File: config.mk
export PLATFORM = sky130hd
export DESIGN_NAME = ntt_sequencer_flat
export DESIGN_NICKNAME = d
export VERILOG_FILES = /design/src/rtl/ntt_sequencer_if.sv /design/src/rtl/ntt_sequencer.sv /design/src/flat_wrapper.sv
export SDC_FILE = /design/constraint.sdc
export NUM_CORES = 1
export LEC_CHECK = 0
export ABC_AREA = 1
export BUFFER_PORTS_ARGS = -buffer_cell sky130_fd_sc_hd__buf_2
export CAP_MARGIN = 20
export CORE_UTILIZATION = 60
export CTS_CLUSTER_DIAMETER = 30
export DETAILED_ROUTE_END_ITERATION = 8
export GPL_ROUTABILITY_DRIVEN = 1
export PLACE_DENSITY = 0.77
export SKIP_LAST_GASP = 1
export SYNTH_ARGS = -nofsm -noshare
export SYNTH_HDL_FRONTEND = slang
export SYNTH_SLANG_ARGS = --single-unit
File: constraint.sdc
create_clock -name clk -period 7.26 [get_ports clk]
set_input_delay 1.452 -clock clk [delete_from_list [all_inputs] [get_ports clk]]
set_output_delay 1.452 -clock clk [all_outputs]
set_load 0.005 [all_outputs]
File: src/rtl/ntt_sequencer_if.sv
// Control handshake and memory-port signals between the NTT sequencer and its host/datapath.
// The sequencer connects through the master modport; the host/datapath side uses slave.
interface ntt_sequencer_if #(
    parameter int LOG_N = 8
);
    logic             start;
    logic             is_ntt;
    logic             abort;
    logic             busy;
    logic             done;
    logic             rd_en;
    logic [LOG_N-1:0] rd_addr_a;
    logic [LOG_N-1:0] rd_addr_b;
    logic [LOG_N-2:0] tw_addr;
    logic             scale_en;
    logic             wr_en;
    logic [LOG_N-1:0] wr_addr_a;
    logic [LOG_N-1:0] wr_addr_b;
    logic [3:0]       stage;

    modport master (
        input  start, is_ntt, abort,
        output busy, done, rd_en, rd_addr_a, rd_addr_b, tw_addr, scale_en,
               wr_en, wr_addr_a, wr_addr_b, stage
    );

    modport slave (
        output start, is_ntt, abort,
        input  busy, done, rd_en, rd_addr_a, rd_addr_b, tw_addr, scale_en,
               wr_en, wr_addr_a, wr_addr_b, stage
    );
endinterface

File: src/rtl/ntt_sequencer.sv
// Address/strobe sequencer for an in-place radix-2 NTT/INTT: issues butterfly reads per pass and
// replays them as writes PIPE cycles later.
//
// state  | meaning
// IDLE   | waiting for start
// RUN    | one read per cycle for the current pass
// DRAIN  | reads stopped, waiting for the pass's last write to leave the delay line
// FINISH | one-cycle done pulse
module ntt_sequencer #(
    parameter int LOG_N  = 8,
    parameter int RD_LAT = 1,
    parameter int BF_LAT = 4
) (
    input  logic            clk,
    input  logic            rst_n,
    ntt_sequencer_if.master bus
);
    localparam int PIPE = RD_LAT + BF_LAT;
    localparam int HALF = 1 << (LOG_N - 1);
    localparam int S    = LOG_N - 1;
    localparam int AW   = LOG_N;
    localparam int PW   = LOG_N - 1;
    localparam int CW   = (PIPE > 1) ? $clog2(PIPE) : 1;

    typedef enum logic [1:0] {IDLE, RUN, DRAIN, FINISH} state_t;

    state_t        state, state_nx;
    logic [3:0]    pass_q, pass_nx;
    logic [PW-1:0] pair_q, pair_nx;
    logic [CW-1:0] drain_q, drain_nx;
    logic          inv_q, inv_nx;
    logic          last_pass, last_pair, kill;

    logic          rd_en_d, scale_d;
    logic [AW-1:0] addr_a_d, addr_b_d;
    logic [PW-1:0] tw_d;
    logic [3:0]    stage_d;
    logic [3:0]    lg;
    logic [AW-1:0] p_ext, len, grp;

    logic          rd_en_q, scale_q;
    logic [AW-1:0] addr_a_q, addr_b_q;
    logic [PW-1:0] tw_q;
    logic [3:0]    stage_q;

    logic [PIPE-1:0]         dl_vld;
    logic [PIPE-1:0][AW-1:0] dl_a, dl_b;

    assign last_pass = (pass_q == (inv_q ? 4'(S) : 4'(S - 1)));
    assign last_pair = (pair_q == PW'(HALF - 1));
    assign kill      = bus.abort && ((state == RUN) || (state == DRAIN));

    always_ff @(posedge clk or negedge rst_n) begin
        if (!rst_n) begin
            state    <= IDLE;
            pass_q   <= '0;
            pair_q   <= '0;
            drain_q  <= '0;
            inv_q    <= 1'b0;
            rd_en_q  <= 1'b0;
            scale_q  <= 1'b0;
            addr_a_q <= '0;
            addr_b_q <= '0;
            tw_q     <= '0;
            stage_q  <= '0;
        end else begin
            state    <= state_nx;
            pass_q   <= pass_nx;
            pair_q   <= pair_nx;
            drain_q  <= drain_nx;
            inv_q    <= inv_nx;
            rd_en_q  <= rd_en_d;
            scale_q  <= scale_d;
            addr_a_q <= addr_a_d;
            addr_b_q <= addr_b_d;
            tw_q     <= tw_d;
            stage_q  <= stage_d;
        end
    end

    always_comb begin
        state_nx = state;
        pass_nx  = pass_q;
        pair_nx  = pair_q;
        drain_nx = drain_q;
        inv_nx   = inv_q;
        unique case (state)
            IDLE: begin
                if (bus.start) begin
                    state_nx = RUN;
                    pass_nx  = '0;
                    pair_nx  = '0;
                    inv_nx   = !bus.is_ntt;
                end
            end
            RUN: begin
                if (bus.abort) begin
                    state_nx = IDLE;
                end else if (last_pair) begin
                    state_nx = DRAIN;
                    drain_nx = CW'(PIPE - 1);
                end else begin
                    pair_nx = pair_q + 1'b1;
                end
            end
            DRAIN: begin
                if (bus.abort) begin
                    state_nx = IDLE;
                end else if (drain_q == '0) begin
                    if (last_pass) begin
                        state_nx = FINISH;
                    end else begin
                        state_nx = RUN;
                        pass_nx  = pass_q + 4'd1;
                        pair_nx  = '0;
                    end
                end else begin
                    drain_nx = drain_q - 1'b1;
                end
            end
            FINISH:  state_nx = IDLE;
            default: state_nx = IDLE;
        endcase
    end

    // Read-side outputs are computed from next-cycle state so they can be registered.
    // lg = log2(len); groups of len pairs map to blocks of 2*len words.
    always_comb begin
        rd_en_d  = (state_nx == RUN);
        scale_d  = 1'b0;
        addr_a_d = '0;
        addr_b_d = '0;
        tw_d     = '0;
        stage_d  = '0;
        p_ext    = {1'b0, pair_nx};
        lg       = inv_nx ? (pass_nx + 4'd1) : (4'(LOG_N - 1) - pass_nx);
        len      = AW'(1) << lg;
        grp      = p_ext >> lg;
        if (rd_en_d) begin
            stage_d = pass_nx;
            if (inv_nx && (pass_nx == 4'(S))) begin
                scale_d  = 1'b1;
                addr_a_d = p_ext;
                addr_b_d = p_ext + AW'(HALF);
            end else begin
                addr_a_d = ((grp << lg) << 1) | (p_ext & (len - AW'(1)));
                addr_b_d = addr_a_d + len;
                tw_d     = inv_nx ? PW'((AW'(HALF) >> pass_nx) - AW'(1) - grp)
                                  : PW'((AW'(1) << pass_nx) + grp);
            end
        end
    end

    // Delay line mirrors the memory read + butterfly latency; abort flushes in-flight writes.
    always_ff @(posedge clk or negedge rst_n) begin
        if (!rst_n) begin
            dl_vld <= '0;
            dl_a   <= '0;
            dl_b   <= '0;
        end else if (kill) begin
            dl_vld <= '0;
            dl_a   <= '0;
            dl_b   <= '0;
        end else if (PIPE > 1) begin
            dl_vld <= {dl_vld[PIPE-2:0], rd_en_q};
            dl_a   <= {dl_a[PIPE-2:0], addr_a_q};
            dl_b   <= {dl_b[PIPE-2:0], addr_b_q};
        end else begin
            dl_vld <= PIPE'(rd_en_q);
            dl_a   <= (PIPE * AW)'(addr_a_q);
            dl_b   <= (PIPE * AW)'(addr_b_q);
        end
    end

    assign bus.busy      = (state == RUN) || (state == DRAIN);
    assign bus.done      = (state == FINISH);
    assign bus.rd_en     = rd_en_q;
    assign bus.rd_addr_a = addr_a_q;
    assign bus.rd_addr_b = addr_b_q;
    assign bus.tw_addr   = tw_q;
    assign bus.scale_en  = scale_q;
    assign bus.stage     = stage_q;
    assign bus.wr_en     = dl_vld[PIPE-1];
    assign bus.wr_addr_a = dl_a[PIPE-1];
    assign bus.wr_addr_b = dl_b[PIPE-1];
endmodule

File: src/flat_wrapper.sv
// flat-port wrapper written by rule: the top's interface ports become plain ports
module ntt_sequencer_flat 
#(
    parameter int LOG_N  = 8,
    parameter int RD_LAT = 1,
    parameter int BF_LAT = 4
)
  (clk, rst_n, bus_start, bus_is_ntt, bus_abort, bus_busy, bus_done, bus_rd_en, bus_rd_addr_a, bus_rd_addr_b, bus_tw_addr, bus_scale_en, bus_wr_en, bus_wr_addr_a, bus_wr_addr_b, bus_stage);
  ntt_sequencer_if #(.LOG_N(LOG_N)) bus_i ();
  input  logic clk;
  input  logic rst_n;
  input wire logic [$bits(bus_i.start)-1:0] bus_start;
  input wire logic [$bits(bus_i.is_ntt)-1:0] bus_is_ntt;
  input wire logic [$bits(bus_i.abort)-1:0] bus_abort;
  output wire logic [$bits(bus_i.busy)-1:0] bus_busy;
  output wire logic [$bits(bus_i.done)-1:0] bus_done;
  output wire logic [$bits(bus_i.rd_en)-1:0] bus_rd_en;
  output wire logic [$bits(bus_i.rd_addr_a)-1:0] bus_rd_addr_a;
  output wire logic [$bits(bus_i.rd_addr_b)-1:0] bus_rd_addr_b;
  output wire logic [$bits(bus_i.tw_addr)-1:0] bus_tw_addr;
  output wire logic [$bits(bus_i.scale_en)-1:0] bus_scale_en;
  output wire logic [$bits(bus_i.wr_en)-1:0] bus_wr_en;
  output wire logic [$bits(bus_i.wr_addr_a)-1:0] bus_wr_addr_a;
  output wire logic [$bits(bus_i.wr_addr_b)-1:0] bus_wr_addr_b;
  output wire logic [$bits(bus_i.stage)-1:0] bus_stage;
  assign bus_i.start = bus_start;
  assign bus_i.is_ntt = bus_is_ntt;
  assign bus_i.abort = bus_abort;
  assign bus_busy = bus_i.busy;
  assign bus_done = bus_i.done;
  assign bus_rd_en = bus_i.rd_en;
  assign bus_rd_addr_a = bus_i.rd_addr_a;
  assign bus_rd_addr_b = bus_i.rd_addr_b;
  assign bus_tw_addr = bus_i.tw_addr;
  assign bus_scale_en = bus_i.scale_en;
  assign bus_wr_en = bus_i.wr_en;
  assign bus_wr_addr_a = bus_i.wr_addr_a;
  assign bus_wr_addr_b = bus_i.wr_addr_b;
  assign bus_stage = bus_i.stage;
  ntt_sequencer #(.LOG_N(LOG_N), .RD_LAT(RD_LAT), .BF_LAT(BF_LAT)) u_core (.clk(clk), .rst_n(rst_n), .bus(bus_i));
endmodule
# [Yosys cells after proc, flatten, opt, wreduce, memory -nomap -nowiden]
# Cells that the tools add are included.
# Widths: inputs -> output; s select.
[totals] mem_count=0 rom_bits=0 ramBits=0 register_bits=131 input_bits=5 latchBits=0 elab_cells=100
[op_classes] eq_ne=11 muxes=41 addsub=11 bitwise_logic=2 shifts=5 n_div=0 n_reduce_logical=8 order_cmp=0 multipliers=0
[op_table] operator="$mux 40" count=2
[op_table] operator="$mux 7" count=9
[op_table] operator="$mux 8" count=4
[op_table] operator="$mux 4" count=6
[op_table] operator="$pmux 7 s3" count=1
[op_table] operator="$mux 2" count=6
[op_table] operator="$mux 3" count=4
[op_table] operator="$add 4x1->4 const B" count=2
[op_table] operator="$add 7x8->8 const B" count=1
[op_table] operator="$add 8x8->8" count=1
[op_table] operator="$and 7x8->8" count=1
[op_table] operator="$or 8x8->8" count=1
[op_table] operator="$pmux 2 s4" count=1
[op_table] operator="$pmux 4 s2" count=1
[op_table] operator="$shl 1x4->8 const A" count=1
[op_table] operator="$shl 8x4->7" count=1
[op_table] operator="$shr 7x4->8" count=1
[op_table] operator="$shr 8x4->7 const A" count=1
[op_table] operator="$sub 8x1->8 const B" count=1
[op_table] operator="$add 7x1->7 const B" count=1
[op_table] operator="$add 7x7->7" count=1
[op_table] operator="$eq 7x7->1 const B" count=1
[op_table] operator="$shl 1x4->7 const A" count=1
[op_table] operator="$sub 7x1->7 const B" count=1
[op_table] operator="other kinds (19)" count=28

# [Longest topological paths before layout]
# Gate-level depths: netlist of the first run.
[logic_depth] word_depth=15 mapped_depth=35 depth_no_buf=32

# [Worst setup path after synthesis of the first run]
# OpenSTA, ideal clock, no wires.
[synth_timing] path_type="input -> register" start="in bus_abort" end="reg u_core.addr_b_q[7], in the netlist u_core.bus.rd_addr_b[7]" setup_time_ps=65 n_path_buf=3 path_stages=30 arrival_ps=5280 setup_slack_ps=1916 cell_sequence="inv_2 > nand3_2 > o21ai_1 > nand2_4 > inv_2 > buf_6 > buf_2 > ha_1 > ha_1 > nand2_1 > o21ai_2 > buf_4 > nand2_4 > nor2_1 > inv_1 > ha_1 > inv_1 > nor3_1 > o21ai_2 > ha_1 > inv_1 > o31ai_1 > nand2_1 > nand2_1 > a21oi_1 > xnor2_1 > inv_1 > nand3_1 > nand3_1 > nand2_1"
[synth_between] elab_chain_cells=11 word_cells_on_any_way=24 cone_classes="add/sub: 5; eq/ne: 2; shift: 3; mux: 11; bitwise: 2; reduce/logical: 1"
[synth_lines] element="from (decl)" line_no="flat_wrapper.sv:14" source="input wire logic [$bits(bus_i.abort)-1:0] bus_abort;"
[synth_lines] element="$mux 4 *" line_no="ntt_sequencer.sv:107" source="if (bus.abort) begin"
[synth_lines] element="$pmux 4 s2 *" line_no="ntt_sequencer.sv:87" source="unique case (state)"
[synth_lines] element="via u_core.pass_nx[0]" line_no="ntt_sequencer.sv:28" source="logic [3:0] pass_q, pass_nx;"
[synth_lines] element="$sub 3x4->4 or $add 4x1->4 (tied branches)" line_no="ntt_sequencer.sv:136" source="lg = inv_nx ? (pass_nx + 4'd1) : (4'(LOG_N - 1) - pass_nx);"
[synth_lines] element="$mux 4" line_no="ntt_sequencer.sv:136"
[synth_lines] element="$shl 1x4->8" line_no="ntt_sequencer.sv:137" source="len = AW'(1) << lg;"
[synth_lines] element="$sub 8x1->8" line_no="ntt_sequencer.sv:146" source="addr_a_d = ((grp << lg) << 1) | (p_ext & (len - AW'(1)));"
[synth_lines] element="$and 7x8->8" line_no="ntt_sequencer.sv:146"
[synth_lines] element="$or 8x8->8" line_no="ntt_sequencer.sv:146"
[synth_lines] element="$add 8x8->8" line_no="ntt_sequencer.sv:147" source="addr_b_d = addr_a_d + len;"
[synth_lines] element="$mux 8 *" line_no="ntt_sequencer.sv:141" source="if (inv_nx && (pass_nx == 4'(S))) begin"
[synth_lines] element="$mux 8 *" line_no="ntt_sequencer.sv:139" source="if (rd_en_d) begin"
[synth_lines] element="via u_core.addr_b_d[7]" line_no="ntt_sequencer.sv:35" source="logic [AW-1:0] addr_a_d, addr_b_d;"
[synth_lines] element="to (signal assigned)" line_no="ntt_sequencer.sv:75" source="addr_b_q <= addr_b_d;"
[synth_lines] element="to (decl)" line_no="ntt_sequencer.sv:42" source="logic [AW-1:0] addr_a_q, addr_b_q;"
# Mark *: on every way through the listed nets, which the timed path passes. The rest lies on a longest branch.
# A chain may end at the register's enable or synchronous reset.

# [Worst setup path after layout of the first run]
[layout_timing] start="in bus_abort" end="reg u_core.addr_b_q[7], in the netlist u_core.bus.rd_addr_b[7]"
[layout_between] elab_chain_cells=11 word_cells_on_any_way=24 cone_classes="add/sub: 5; eq/ne: 2; shift: 3; mux: 11; bitwise: 2; reduce/logical: 1"
[layout_lines] element="$mux 4" line_no="ntt_sequencer.sv:107"
[layout_lines] element="$pmux 4 s2" line_no="ntt_sequencer.sv:87"
[layout_lines] element="$sub 3x4->4 or $add 4x1->4 (tied branches)" line_no="ntt_sequencer.sv:136"
[layout_lines] element="$mux 4" line_no="ntt_sequencer.sv:136"
[layout_lines] element="$shl 1x4->8" line_no="ntt_sequencer.sv:137"
[layout_lines] element="$sub 8x1->8" line_no="ntt_sequencer.sv:146"
[layout_lines] element="$and 7x8->8" line_no="ntt_sequencer.sv:146"
[layout_lines] element="$or 8x8->8" line_no="ntt_sequencer.sv:146"
[layout_lines] element="$add 8x8->8" line_no="ntt_sequencer.sv:147"
[layout_lines] element="$mux 8" line_no="ntt_sequencer.sv:141"
[layout_lines] element="$mux 8 *" line_no="ntt_sequencer.sv:139"
[layout_lines] element="via u_core.addr_b_d[7]" line_no="ntt_sequencer.sv:35"
# Marked as above.

==> flow_metrics.py, run 1 <==
metrics = {
    "clocking": {
        "hold_buffers": 0,
        "clk_pin_slew_ns": 0.06,
        "cts_tree": "done",
        "cts_resized": 0,
        "root_buffer": "clkbuf_16",
        "cts.htree.levels": 4,
        "cts_max_path_buffers": 2,
        "post-cts-setup-buffer-count": 0,
        "insertion_delay_ns": 0.42,
        "cts_sinks": 131,
        "cts_inserted_buffers": 17,
    },
    "worst_setup_path": {
        "cp_data_arrival_time_ns": 6.27,
        "required_ns": 7.61,
        "cp_slowest_cell": "inv_2",
        "cp_common_cell": "nand2_1",
        "critical_path.endpoint_type": "flip-flop",
        "worst_setup_path_start_kind": "primary input",
        "crit_type": "in -> reg",
        "cp_max_fo": 22,
        "slowest_delay_ns": 0.36,
    },
    "synthesis": {
        "syn-num-nets": 879,
        "synth.avg_cell_area_sq_um": 8.28,
        "ys_seq_area_frac": 0.473,
        "yosysWarnings": 0,
        "synth.area.mux_share": 0,
        "synth-simple-area-share": 0.253,
        "ys_seq_elements": 131,
        "synthTopCellsByArea": "dfrtp_1, inv_1, nor2_1",
        "synth_top_family_by_area": "simple AND/OR/NAND/NOR gates",
        "yosysUniqueCellTypes": 47,
        "syn_area_sq_um": 6940,
        "synth_compound_area_frac": 0.0649,
        "synth_edf_count": 0,
        "synth_async_sr_flop_share": 1.00,
        "synth_fa_ha_area_frac": 0.0682,
        "synth-xor-area-share": 0.0164,
        "syn_inst": 838,
        "synth_flop_cell": "dfrtp_1",
        "synth_top_cell_by_area": "dfrtp_1",
        "synth_top_area_frac": 0.473,
    },
    "global_route": {
        "grt_pass1_wl_um": 24100,
        "globalRouteOverflowTotal": 0,
        "antenna_found_initial": 0,
        "track_usage": 0.268,
        "grt_max_degree": 86,
        "grt_pass1_vias": 5197,
    },
    "drt": {
        "drt_first_pass_iters": 5,
        "wl_met2_um": 7040,
        "wl_met3_um": 566,
        "avgViaCountPerCell": 5.21,
        "drt_wl_total_um": 14400,
        "vias": 5363,
        "route.detailed.drc": 0,
        "dr.first_iter.drc_count": 366,
        "highest_layer": "met4",
        "final_antenna_net_count": 0,
        "wl_per_cell_um": 14.0,
        "wl_met1_um": 6510,
    },
    "finish": {
        "drive_gt1_frac": 0.157,
        "diodes": 0,
        "synthToLayoutAreaGrowth_pct": 12.5,
        "final_cell_mix": "inv_1, nor2_1, dfrtp_1",
        "layout_commonest_cell": "inv_1",
        "layout.nets": 917,
    },
    "timing": {
        "fmax_ghz": 0.169,
        "fin_skew_ns": 0.00529,
        "worst_slew_pin_slew_ns": 0.933,
        "final-max-slew-violation-count": 0,
        "period_share": 0.815,
        "fin_crit_ns": 5.92,
        "tns_ns": 0,
        "rsz0062_at_grt": "false",
        "setup_violations": 0,
        "hold_viol_final": 0,
        "maxSlewHeadroom": 0.376,
    },
    "power_and_ir_drop": {
        "vdd_drop_max_v": 0.000278,
        "combPwrFrac": 0.425,
        "leakagePower_nw": 4.20,
        "power_density_nw_per_um2": 419,
        "switchingPower_mw": 1.30,
        "fin_total_pwr_mw": 3.26,
        "swShare": 0.399,
        "internal_power_mw": 1.96,
        "pwr-share-seq": 0.303,
        "clkPwrFrac": 0.272,
    },
    "worst_hold_path": {
        "min_path_type": "reg -> reg",
    },
    "floorplanning": {
        "start_util": 0.629,
        "die_y_um": 110,
        "die-area_sq_um": 12000,
        "coreArea_sq_um": 11000,
        "io_pins": 53,
        "die_w_um": 110,
        "rows": 38,
    },
    "place": {
        "routabilityCongestion": 0.935,
        "port_buffers": 52,
        "place.detailed.hpwl_um": 10200,
    },
    "flow_run": {
        "cap_violations": 0,
    },
    "run_status": {
        "status": "complete, no violations",
    },
}
==> stage by stage <==
stage	hold slack, ns	utilization	setup slack [ns]	cell area, sq um	cells
6_report	0.464	0.707	1.34	7800	1029
5_1_grt	0.481	0.707	0.919	7800	1029
3_5_place_dp	0.458	0.650	1.00	7170	997
2_1_floorplan	0.448	-	1.92	6940	838
4_1_cts	0.464	0.707	1.41	7800	1029
3_3_place_gp	0.449	0.650	1.14	7170	997
==> cell families (layout without fill, tap and decap cells) <==
| family | count (synthesis) | after routing |
|---|---|---|
| simple gates | 381 | 381 |
| fa+ha+maj | 36 | 36 |
| compound gates | 70 | 70 |
| xor+xnor | 13 | 13 |
| other cells | 1 | 1 |
| flops | 131 | 131 |
| buf+inv | 206 | 257 |
==> critical path: cells and delay by family <==
kind | cells | cell delay (ns)
AND/OR/NAND/NOR | 12 | 1.33
XOR/XNOR | 1 | 0.25
buffers and inverters | 6 | 1.08
adder cells (fa/ha/maj) | 4 | 0.98
AO/OA/AOI/OAI | 6 | 1.17
==> area by class of cell <==
class                      count  area, sq um
tap                          140          175
multi-input combinational    501         2800
inverter                     171          644
sequential                   131         3280
clock inverter                13          173
fill                         880         3230
timing repair buffer          54          278
clock buffer                  19          453
==> registers in the layout, indices dropped and copies added, names as in the netlist <==
name and flops:
u_core.bus.stage 4, u_core.bus.rd_en 1, u_core.bus.wr_addr_b 8, u_core.bus.rd_addr_b 8, u_core.dl_b 32, u_core.pair_q 7, u_core.bus.tw_addr 7, u_core.pass_q 4
u_core.drain_q 3, u_core.state 2, u_core.dl_a 32, u_core.bus.scale_en 1, u_core.inv_q 1, u_core.bus.wr_addr_a 8, u_core.dl_vld 5, u_core.bus.rd_addr_a 8
==> worst paths after layout <==
kind,startpoint,to,slack (ns),depth (start not counted)
worst min-delay path,u_core.dl_b[19],u_core.dl_b[27],0.46,2
worst max register to register,u_core.state[0],u_core.bus.rd_addr_b[7],1.69,32
max in group asynchronous,rst_n,u_core.dl_b[22],4.78,2
min in group asynchronous,rst_n,u_core.dl_a[12],1.07,1
worst min register to register,u_core.dl_b[19],u_core.dl_b[27],0.46,2
worst max-delay path,bus_abort,u_core.bus.rd_addr_b[7],1.34,29
==> routing by layer <==
metal  vias up  GRT usage
met4         0     0.0962
met2       129      0.451
met3        27     0.0646
met5         -          0
li1       2645          -
met1      2562      0.336
==> Yosys cell counts (2+ instances only) <==
master,instances
inv_1,156
nor2_1,139
dfrtp_1,131
nand2_1,123
nand3_1,60
ha_1,33
a21oi_1,20
buf_4,18
o21ai_0,16
inv_2,12
nand4_1,12
nand2_2,10
nor3_1,10
o21bai_1,8
xnor2_1,8
a211oi_1,6
buf_2,6
clkbuf_1,6
nor2_2,6
nand3_2,5
xor2_1,5
buf_1,4
nand2_4,4
a31oi_1,3
fa_1,3
o211ai_1,3
o21ai_1,3
o31ai_1,3
a22oi_1,2
clkinv_1,2
nand3_4,2
nor2_8,2
nor3_2,2
o21ai_2,2
==> power by group through the flow <==
stage	clock network (mW)	registers, mW	logic [mW]
4_1_cts	0.902	0.991	1.38
5_1_grt	0.933	1.01	1.58
6_report	0.886	0.990	1.39
2_1_floorplan	0	0.988	1.05
3_3_place_gp	0	0.996	1.34
3_5_place_dp	0	1.00	1.37
Note: power is estimated with default switching activity, not from simulation.
==> run 2, diff against run 1 <==
--- a/config.mk
+++ b/config.mk
@@ -5,14 +5,14 @@
 export SDC_FILE = /design/constraint.sdc
 export NUM_CORES = 1
 export LEC_CHECK = 0
-export ABC_AREA = 1
+export ABC_AREA = 0
 export BUFFER_PORTS_ARGS = -buffer_cell sky130_fd_sc_hd__buf_2
 export CAP_MARGIN = 20
-export CORE_UTILIZATION = 60
+export CORE_UTILIZATION = 54
 export CTS_CLUSTER_DIAMETER = 30
 export DETAILED_ROUTE_END_ITERATION = 8
 export GPL_ROUTABILITY_DRIVEN = 1
-export PLACE_DENSITY = 0.77
+export PLACE_DENSITY = 0.73
 export SKIP_LAST_GASP = 1
 export SYNTH_ARGS = -nofsm -noshare
 export SYNTH_HDL_FRONTEND = slang
==> constraint.sdc (replaced) <==
create_clock -name clk -period 5.4 [get_ports clk]
set_input_delay 1.08 -clock clk [delete_from_list [all_inputs] [get_ports clk]]
set_output_delay 1.08 -clock clk [all_outputs]
set_load 0.005 [all_outputs]
==> flow_metrics.py, run 2 <==
metrics = {
    "worst_setup_path": {
        "cp_max_fo": 4,
        "slowest_delay_ns": 0.35,
        "worstRegToRegCells": 24,
        "critical_path.endpoint_type": "flip-flop",
        "cp_cell_sequence": "buf_2 -> and4bb_2 -> o21bai_1 -> a2bb2oi_1 -> inv_1 -> ha_1 -> ha_1 -> buf_4 -> o31ai_4 -> nand2_1 -> nand2_1 -> ha_1 -> xnor2_1 -> o22ai_1 -> ha_1 -> a21o_1 -> a21o_1 -> a21oi_1 -> o21bai_1 -> a21oi_1 -> xor2_1 -> nor2_1 -> a311oi_1",
        "cp_slowest_cell": "ha_1",
        "worstReg2RegStart": "u_core.state[1]",
        "cp_data_arrival_time_ns": 5.24,
        "reg2reg_slack_ns": 0.49,
        "cp_common_cell": "ha_1",
        "required_ns": 5.70,
        "crit_type": "in -> reg",
        "crit_buf_inv": 3,
        "cp.depth": 23,
        "r2r_end": "u_core.bus.rd_addr_b[7]",
        "worst_setup_path_start_kind": "primary input",
        "cp_top_family": "compound AO/OA/AOI/OAI gates",
    },
    "worst_hold_path": {
        "min_path_type": "reg -> reg",
        "hold_depth": 1,
        "hp-start": "u_core.dl_b[6]",
        "min_to": "u_core.dl_b[14]",
    },
    "synthesis": {
        "ys_seq_elements": 131,
        "syn-num-nets": 685,
        "synth_edf_count": 0,
        "synth_top_area_frac": 0.499,
        "synth_flop_cell": "dfrtp_1",
        "ys_top_cells_by_count": "dfrtp_1, and2_1, nor2_1, a21oi_1, nand2_1",
        "synth_compound_area_frac": 0.133,
        "synth_fa_ha_area_frac": 0.0720,
        "synth-xor-area-share": 0.0227,
        "synth.area.mux_share": 0.00933,
        "yosys.cell_count.top_type": "dfrtp_1",
        "synth_top_cell_by_area": "dfrtp_1",
        "ys_seq_area_frac": 0.499,
        "syn_area_sq_um": 6570,
        "syn_inst": 644,
        "synth.avg_cell_area_sq_um": 10.2,
        "synth_top_family_by_area": "simple AND/OR/NAND/NOR gates",
        "synth_async_sr_flop_share": 1.00,
        "synth-simple-area-share": 0.204,
        "yosysWarnings": 0,
        "synthTopCellsByArea": "dfrtp_1, and2_1, ha_1",
        "yosysUniqueCellTypes": 70,
    },
    "power_and_ir_drop": {
        "combPwrFrac": 0.334,
        "leakagePower_nw": 4.01,
        "clkPwrFrac": 0.306,
        "power_density_nw_per_um2": 452,
        "internal_power_mw": 2.32,
        "vdd_drop_max_v": 0.000247,
        "swShare": 0.329,
        "pwr-share-seq": 0.360,
        "switchingPower_mw": 1.13,
    },
    "clocking": {
        "root_buffer": "clkbuf_16",
        "cts_tree": "done",
        "cts_max_path_buffers": 2,
        "cts.htree.levels": 4,
        "cts_sinks": 131,
        "cts_inserted_buffers": 17,
        "insertion_delay_ns": 0.41,
        "clk_pin_slew_ns": 0.05,
    },
    "timing": {
        "rsz0062_at_grt": "false",
        "tns_ns": 0,
        "worst_slew_pin_slew_ns": 0.752,
        "setup_violations": 0,
        "fin_crit_ns": 4.93,
        "fin_skew_ns": 0.0154,
        "fmax_ghz": 0.203,
        "maxSlewHeadroom": 0.499,
        "period_share": 0.913,
        "hold_viol_final": 0,
        "final-max-slew-violation-count": 0,
        "layout_setup_ws_ns": 0.468,
    },
    "global_route": {
        "grt_max_degree": 86,
        "grt_pass1_vias": 4776,
        "grt_pass1_wl_um": 22800,
        "track_usage": 0.235,
        "antenna_found_initial": 0,
        "globalRouteOverflowTotal": 0,
    },
    "place": {
        "pre_cts_slack_ns": 0.0942,
        "routabilityCongestion": 0.983,
        "port_buffers": 52,
        "place.detailed.hpwl_um": 9660,
    },
    "finish": {
        "fill_cells": 946,
        "synthToLayoutAreaGrowth_pct": 16.1,
        "final_cell_mix": "dfrtp_1, and2_1, nor2_1",
        "top_regs": "u_core.dl_a: 32 flops, u_core.dl_b: 32 flops",
        "layout.nets": 747,
        "layout_commonest_cell": "dfrtp_1",
        "diodes": 0,
        "drive_gt1_frac": 0.191,
    },
    "floorplanning": {
        "die-area_sq_um": 12600,
        "io_pins": 53,
        "start_util": 0.566,
        "coreArea_sq_um": 11600,
        "die_w_um": 112,
        "die_y_um": 112,
        "rows": 39,
    },
    "drt": {
        "wl_per_cell_um": 15.7,
        "drt_first_pass_iters": 7,
        "route.detailed.drc": 5,
        "avgViaCountPerCell": 5.47,
        "drt_wl_total_um": 13600,
        "dr.first_iter.drc_count": 275,
        "final_antenna_net_count": 0,
        "vias": 4713,
    },
    "flow_run": {
        "cap_violations": 0,
    },
    "run_status": {
        "violations": "design-rule violations",
        "status": "finished with violations",
    },
}
[run 2: logic make-up after synthesis]
logic type,count (synthesis)
XOR/XNOR,17
AND/OR/NAND/NOR,245
other,1
flip-flops,131
adder cells (fa/ha/maj),36
multiplexers,6
AO/OA/AOI/OAI,128
buffers and inverters,80
[run 2: power groups by stage]
| stage | logic, mW | registers (mW) | clock network, mW |
|---|---|---|---|
| CTS | 1.14 | 1.25 | 1.08 |
| floorplan | 0.781 | 1.25 | 0 |
| global placement | 1.11 | 1.25 | 0 |
| global route | 1.30 | 1.26 | 1.12 |
| finish | 1.15 | 1.24 | 1.06 |
| detailed placement | 1.13 | 1.26 | 0 |
[run 2: stage by stage]
| stage | hold WS, ns | util | cells | instance area, sq um | power, mW |
|---|---|---|---|---|---|
| 2_1_floorplan | 0.428 | - | 644 | 6570 | 2.03 |
| 3_3_place_gp | 0.430 | 0.605 | 829 | 7030 | 2.36 |
| 3_5_place_dp | 0.433 | 0.605 | 829 | 7030 | 2.39 |
| 4_1_cts | 0.443 | 0.653 | 861 | 7590 | 3.46 |
| 5_1_grt | 0.456 | 0.657 | 862 | 7630 | 3.68 |
| 6_report | 0.440 | 0.657 | 862 | 7630 | 3.45 |
[run 2: worst max-delay path by stage]
stage               slack [ns]                 endpoint       startpoint
floorplan                0.002  u_core.bus.rd_addr_b[7]        bus_abort
global placement          0.16  u_core.bus.rd_addr_b[7]        bus_abort
detailed placement        0.09  u_core.bus.rd_addr_b[7]        bus_abort
CTS                       0.23  u_core.bus.rd_addr_b[7]  u_core.state[0]
global route              0.01  u_core.bus.rd_addr_b[7]  u_core.state[1]
finish                    0.47  u_core.bus.rd_addr_b[7]        bus_abort
[run 2: layer usage]
metal / vias to the layer above / GRT usage / share of wire
li1: 2279 / - / -
met1: 2278 / 0.279 / 0.43
met2: 129 / 0.397 / 0.50
met3: 27 / 0.0610 / 0.046
met4: 0 / 0.119 / 0.025
met5: - / 0 / 0
[run 2: cell type report]
class | instances | area, sq um | share of cell area
clock buffer | 25 | 485 | 0.0637
sequential | 131 | 3280 | 0.430
timing repair buffer | 88 | 546 | 0.0715
clock inverter | 7 | 75.1 | 0.00984
tap | 143 | 179 | 0.0235
inverter | 35 | 144 | 0.0189
multi-input combinational | 433 | 2920 | 0.383
[run 2: timing repair]
| action | in CTS | in global routing |
|---|---|---|
| setup endpoints to repair | 0 | 3 |
| hold buffers | 0 | 0 |
| setup buffers | 0 | 0 |
| resized for setup | 0 | 4 |
